## src/rtl/illness_care_scheduler.sv

```systemverilog
// Turns illness state into REST / MEDICINE / ESCALATE care requests over a valid/ack handshake.
// Optional sick-tick statistics counter is built only when ILLNESS_CARE_STATS_EN is defined.
module illness_care_scheduler #(
  parameter int PRE_TICKS      = 8,
  parameter int ACK_TIMEOUT    = 16,
  parameter int COOLDOWN_TICKS = 32,
  parameter int MAX_RETRY      = 3,
  parameter int CNT_W          = 6
) (
  input  logic        clk,
  input  logic        rst_n,
  input  logic        i_tick,
  input  logic        i_ill,
  input  logic [1:0]  i_illness_level,
  input  logic        i_care_ack,
  output logic        o_care_valid,
  output logic [1:0]  o_care_code,
  output logic [3:0]  o_episode_count,
  output logic        o_recovered,
  output logic [11:0] o_sick_ticks
);

  typedef enum logic [1:0] {S_IDLE, S_REQ, S_COOL, S_RCVD} state_t;

  localparam int RW = $clog2(MAX_RETRY + 1);
  localparam logic [1:0] CODE_NONE = 2'd0;
  localparam logic [1:0] CODE_REST = 2'd1;
  localparam logic [1:0] CODE_MED  = 2'd2;
  localparam logic [1:0] CODE_ESC  = 2'd3;
  localparam logic [CNT_W-1:0] PRE_MAX   = CNT_W'(PRE_TICKS);
  localparam logic [CNT_W-1:0] TO_MAX    = CNT_W'(ACK_TIMEOUT);
  localparam logic [CNT_W-1:0] COOL_MAX  = CNT_W'(COOLDOWN_TICKS);
  localparam logic [RW-1:0]    RETRY_MAX = RW'(MAX_RETRY);

  state_t           r_state, w_stateNext;
  logic [1:0]       r_code, w_codeNext;
  logic [CNT_W-1:0] r_preCnt, w_preNext;
  logic [CNT_W-1:0] r_toCnt, w_toNext;
  logic [CNT_W-1:0] r_coolCnt, w_coolNext;
  logic [RW-1:0]    r_retry, w_retryNext;
  logic [3:0]       r_episodes;
  logic             r_illD;
  logic             w_illRise;

  assign w_illRise = i_ill & ~r_illD;

  always_ff @(posedge clk or negedge rst_n) begin
    if (!rst_n) begin
      r_state    <= S_IDLE;
      r_code     <= CODE_NONE;
      r_preCnt   <= '0;
      r_toCnt    <= '0;
      r_coolCnt  <= '0;
      r_retry    <= '0;
      r_episodes <= '0;
      r_illD     <= 1'b0;
    end else begin
      r_state   <= w_stateNext;
      r_code    <= w_codeNext;
      r_preCnt  <= w_preNext;
      r_toCnt   <= w_toNext;
      r_coolCnt <= w_coolNext;
      r_retry   <= w_retryNext;
      r_illD    <= i_ill;
      if (w_illRise && r_episodes != 4'hF) begin
        r_episodes <= r_episodes + 4'd1;
      end
    end
  end

  // r_code keeps the last issued code after ack so cooldown can tell a REST episode apart.
  always_comb begin
    w_stateNext = r_state;
    w_codeNext  = r_code;
    w_preNext   = r_preCnt;
    w_toNext    = r_toCnt;
    w_coolNext  = r_coolCnt;
    w_retryNext = r_retry;
    case (r_state)
      S_IDLE: begin
        if (i_ill) begin
          w_stateNext = S_REQ;
          w_codeNext  = CODE_MED;
          w_preNext   = '0;
          w_toNext    = '0;
        end else if (i_illness_level != 2'b10) begin
          w_preNext = '0;
        end else if (i_tick) begin
          if (r_preCnt >= PRE_MAX - 1'b1) begin
            w_stateNext = S_REQ;
            w_codeNext  = CODE_REST;
            w_preNext   = '0;
            w_toNext    = '0;
          end else begin
            w_preNext = r_preCnt + 1'b1;
          end
        end
      end
      S_REQ: begin
        if (i_care_ack) begin
          if (r_code == CODE_MED && r_retry != RETRY_MAX) begin
            w_retryNext = r_retry + 1'b1;
          end
          w_coolNext  = COOL_MAX;
          w_toNext    = '0;
          w_stateNext = S_COOL;
        end else if (i_tick && r_code != CODE_ESC) begin
          if (r_toCnt >= TO_MAX - 1'b1) begin
            w_codeNext = CODE_ESC;
            w_toNext   = '0;
          end else begin
            w_toNext = r_toCnt + 1'b1;
          end
        end
      end
      S_COOL: begin
        if (r_coolCnt == '0 || (i_tick && r_coolCnt == CNT_W'(1))) begin
          w_coolNext = '0;
          if (i_ill) begin
            w_stateNext = S_REQ;
            w_codeNext  = (r_retry < RETRY_MAX) ? CODE_MED : CODE_ESC;
            w_toNext    = '0;
          end else if (r_code != CODE_REST) begin
            w_stateNext = S_RCVD;
          end else begin
            w_stateNext = S_IDLE;
          end
        end else if (i_tick) begin
          w_coolNext = r_coolCnt - 1'b1;
        end
      end
      S_RCVD: begin
        w_stateNext = S_IDLE;
        w_retryNext = '0;
      end
      default: w_stateNext = S_IDLE;
    endcase
    if (w_illRise) begin
      w_retryNext = '0;
    end
  end

  always_comb begin
    o_care_valid    = (r_state == S_REQ);
    o_care_code     = (r_state == S_REQ) ? r_code : CODE_NONE;
    o_recovered     = (r_state == S_RCVD);
    o_episode_count = r_episodes;
  end

`ifdef ILLNESS_CARE_STATS_EN
  logic [11:0] r_sickTicks;

  always_ff @(posedge clk or negedge rst_n) begin
    if (!rst_n) begin
      r_sickTicks <= '0;
    end else if (i_tick && i_ill && r_sickTicks != 12'hFFF) begin
      r_sickTicks <= r_sickTicks + 12'd1;
    end
  end

  assign o_sick_ticks = r_sickTicks;
`else
  assign o_sick_ticks = 12'd0;
`endif

endmodule
```

## config.mk

```make
export PLATFORM = sky130hd
export DESIGN_NAME = illness_care_scheduler
export DESIGN_NICKNAME = d
export VERILOG_FILES = /design/src/rtl/illness_care_scheduler.sv
export SDC_FILE = /design/constraint.sdc
export NUM_CORES = 1
export LEC_CHECK = 0
export BUFFER_PORTS_ARGS = -buffer_cell sky130_fd_sc_hd__buf_2
export CORE_ASPECT_RATIO = 1.25
export CORE_MARGIN = 5
export CORE_UTILIZATION = 40
export DETAILED_ROUTE_END_ITERATION = 8
export SLEW_MARGIN = 10
export SYNTH_ARGS = -nofsm -noshare
export SYNTH_HDL_FRONTEND = slang
export SYNTH_SLANG_ARGS = --single-unit
```

## constraint.sdc

```tcl
create_clock -name clk -period 2.5 [get_ports clk]
set_clock_uncertainty 0.2 [all_clocks]
set_input_delay 0.25 -clock clk [delete_from_list [all_inputs] [get_ports clk]]
set_output_delay 0.25 -clock clk [all_outputs]
set_load 0.02 [all_outputs]
```

==> flow_summary.ini <==
[power]
cellPowerDensity_nw_per_um2 = 1130
p_leak_nw = 0.933
peakVddDrop_mv = 0.448

[min_path]
hp-start = i_tick
hold_path_class = in -> reg

[place]
post-dp-hpwl_um = 2660
io_buffers = 14
globalplace.congestion = 0.772
placedCellCount = 242

[worst_setup_path]
cp-start-kind = input port
ff2ff_setup_slack_ns = 0.37
worst_r2r_endpoint = r_coolCnt[3]$_DFFE_PN0P_
cp_max_fo = 10
crit_start = i_ill
critical_path_class = in -> reg
rr_startpoint = r_state[1]$_DFFE_PN0P_
cp.arrival_ns = 2.18
cp.required_ns = 2.47
worst-r2r-cell-count = 6
crit_path_end = r_toCnt[2]$_DFFE_PN0P_
cp-end-kind = register

[sta]
drv_slew = 0
maxSlewHeadroom_pct = 55.6
tightestPinTransition_ns = 0.667
finalHoldViolCount = 0
post-route-period-util_pct = 88.6
setup_viol = 0
rsz0062_at_grt = false
timing.fmax_mhz = 452
finalCriticalPeriod_ns = 2.21
tns_ns = 0

[floorplanning]
die_h_um = 84.7
core_um2 = 4360
initial_utilization_pct = 41.0
die_w_um = 69.8
rows = 27
io_pins = 27
die_area_um2 = 5910

[global_routing]
overflow = 0
use_met2_pct = 24.0
antenna_found_initial = 0
gr-max-usage-layer = met2
grt_max_degree = 30
grt_pass1_vias = 1362
met1_usage_pct = 13.2
grt_pass1_wl_um = 6090
met3_usage_pct = 3.83
grt_usage_pct = 12.7

[logic_synthesis]
synth-seq-cells = 29
seq_area_frac_synth_pct = 40.6
synth_commonest_cells = dfrtp_1 (29), nor2_1 (15), buf_4 (12), ha_1 (11), nand2_1 (11)
yosys.area.top_type = dfrtp_1
synth.top_cells.by_area = dfrtp_1 (41%), ha_1 (7.7%), buf_4 (5.0%)
avgSynthCellArea_um2 = 10.3
ys.flop_type = dfrtp_1
async_flop_share_pct = 100
yosysMostFrequentCell = dfrtp_1
synth_top_area_share_pct = 40.6
synth_edf_count = 0
synthCells = 173
netlist_area_um2 = 1790
ys_types = 41
yosysWarnings = 0

[detailed_routing]
viasPerCell = 5.18
drt-total-wl_um = 3460
drtPass1Iterations = 5
ant_nets = 0
post_drt_wl_per_cell_um = 13.7
vias = 1305
drt_iter0_drc = 43
drc = 0

[final_layout]
fin_cells = 252
drive_gt1_share_pct = 19.1
area_growth_pct = 10.7
nNetsFinal = 211
diodes = 0

[clock_network]
post_cts_buffers = 0
root_buffer = clkbuf_8
cts_made_buffers = 5
clk_latency_ns = 0.28
clock_sinks = 29
cts_tree = yes
clkTransAtPathRegs_ns = 0.07
cts.path.max_buffers = 2
h-tree-depth = 2

[run_status]
status = finished, final reports clean

[flow_run]
cap_violations = 0
worst min path at each step:
stage / to / depth (start not counted)
2_1_floorplan: o_episode_count[0]$_DFFE_PN0P_ / 0
3_3_place_gp: r_coolCnt[3]$_DFFE_PN0P_ / 1
3_5_place_dp: r_coolCnt[3]$_DFFE_PN0P_ / 1
4_1_cts: r_coolCnt[1]$_DFFE_PN0P_ / 3
5_1_grt: r_coolCnt[1]$_DFFE_PN0P_ / 3
6_report: r_coolCnt[1]$_DFFE_PN0P_ / 3
what timing repair did:
action / in CTS / in global routing
setup endpoints to repair: 0 / 0
resized for setup: 0 / 0
hold endpoints to repair: 30 / 0
hold buffers: 2 / 0
sequential cells by signal, indices dropped and copies added, names as in the netlist:
signal           cells
r_code               2
o_episode_count      4
r_preCnt             6
r_toCnt              6
r_coolCnt            6
r_state              2
r_retry              2
r_illD               1
cell type report:
| class | instances | area [um^2] |
|---|---|---|
| fill | 421 | 2380 |
| multi-input combinational | 132 | 962 |
| sequential | 29 | 726 |
| timing repair buffer | 16 | 90.1 |
| tap | 58 | 72.6 |
| clock buffer | 5 | 68.8 |
| inverter | 9 | 33.8 |
| clock inverter | 3 | 22.5 |
per-layer routing:
layer	up-vias	routed length, um
li1	622	-
met1	640	1350
met2	38	1890
met3	5	153
met4	0	63
met5	-	0
cells by family (layout without fill, tap and decap cells):
family | after synthesis | in the layout | synth area share (%)
buffers and inverters | 23 | 33 | 7.78
xor gates and xnor gates | 7 | 7 | 3.43
muxes | 13 | 13 | 8.34
AOI/OAI and AO/OA | 30 | 30 | 12.5
adders and majority gates | 11 | 11 | 7.71
other | 1 | 12 | 0.210
and+or+nand+nor | 59 | 59 | 19.3
DFF | 29 | 29 | 40.6
through the flow:
stage | util, % | hold WS (ns) | area [um^2] | worst slack, ns | power, mW
floorplan | - | -0.246 | 1830 | 0.373 | 1.61
detailed placement | 42.8 | 0.132 | 1860 | 0.396 | 1.85
finish | 45.3 | 0.142 | 1980 | 0.286 | 2.23
global placement | 42.8 | 0.110 | 1860 | 0.481 | 1.80
global route | 45.3 | 0.148 | 1980 | 0.238 | 2.42
CTS | 45.3 | 0.135 | 1980 | 0.286 | 2.26
placed cells by master (no fill, tap or decap), types with 2 or more instances in the layout:
cell / n
mux2_4: 3
a21bo_2: 3
nand2b_1: 3
clkbuf_8: 5
xnor2_1: 4
nand3_1: 6
buf_2: 14
conb_1: 12
dfrtp_1: 29
dlygate4sd3_1: 2
inv_1: 9
mux2_2: 3
and2_1: 6
nand4_1: 3
ha_1: 11
or4_1: 2
xor2_1: 3
nand2_1: 11
clkinvlp_4: 3
o31ai_1: 7
mux2i_1: 7
o31a_1: 2
nor2_1: 15
o21ai_0: 5
or3_1: 2
nor2b_1: 3
a21oi_1: 6
report_power, final:
| group | internal, mW | total (mW) | switching [mW] |
|---|---|---|---|
| Sequential | 0.604 | 0.743 | 0.139 |
| Clock | 0.195 | 0.392 | 0.197 |
| Combinational | 0.475 | 1.10 | 0.624 |
worst max-delay path, cell delays in order:
cell and delay [ns]:
dlygate4sd3_1 0.53, buf_2 0.18, or4_4 0.54, o32a_4 0.23
nand4_4 0.15, mux2_4 0.31
Note: power is estimated with default switching activity, not from simulation.
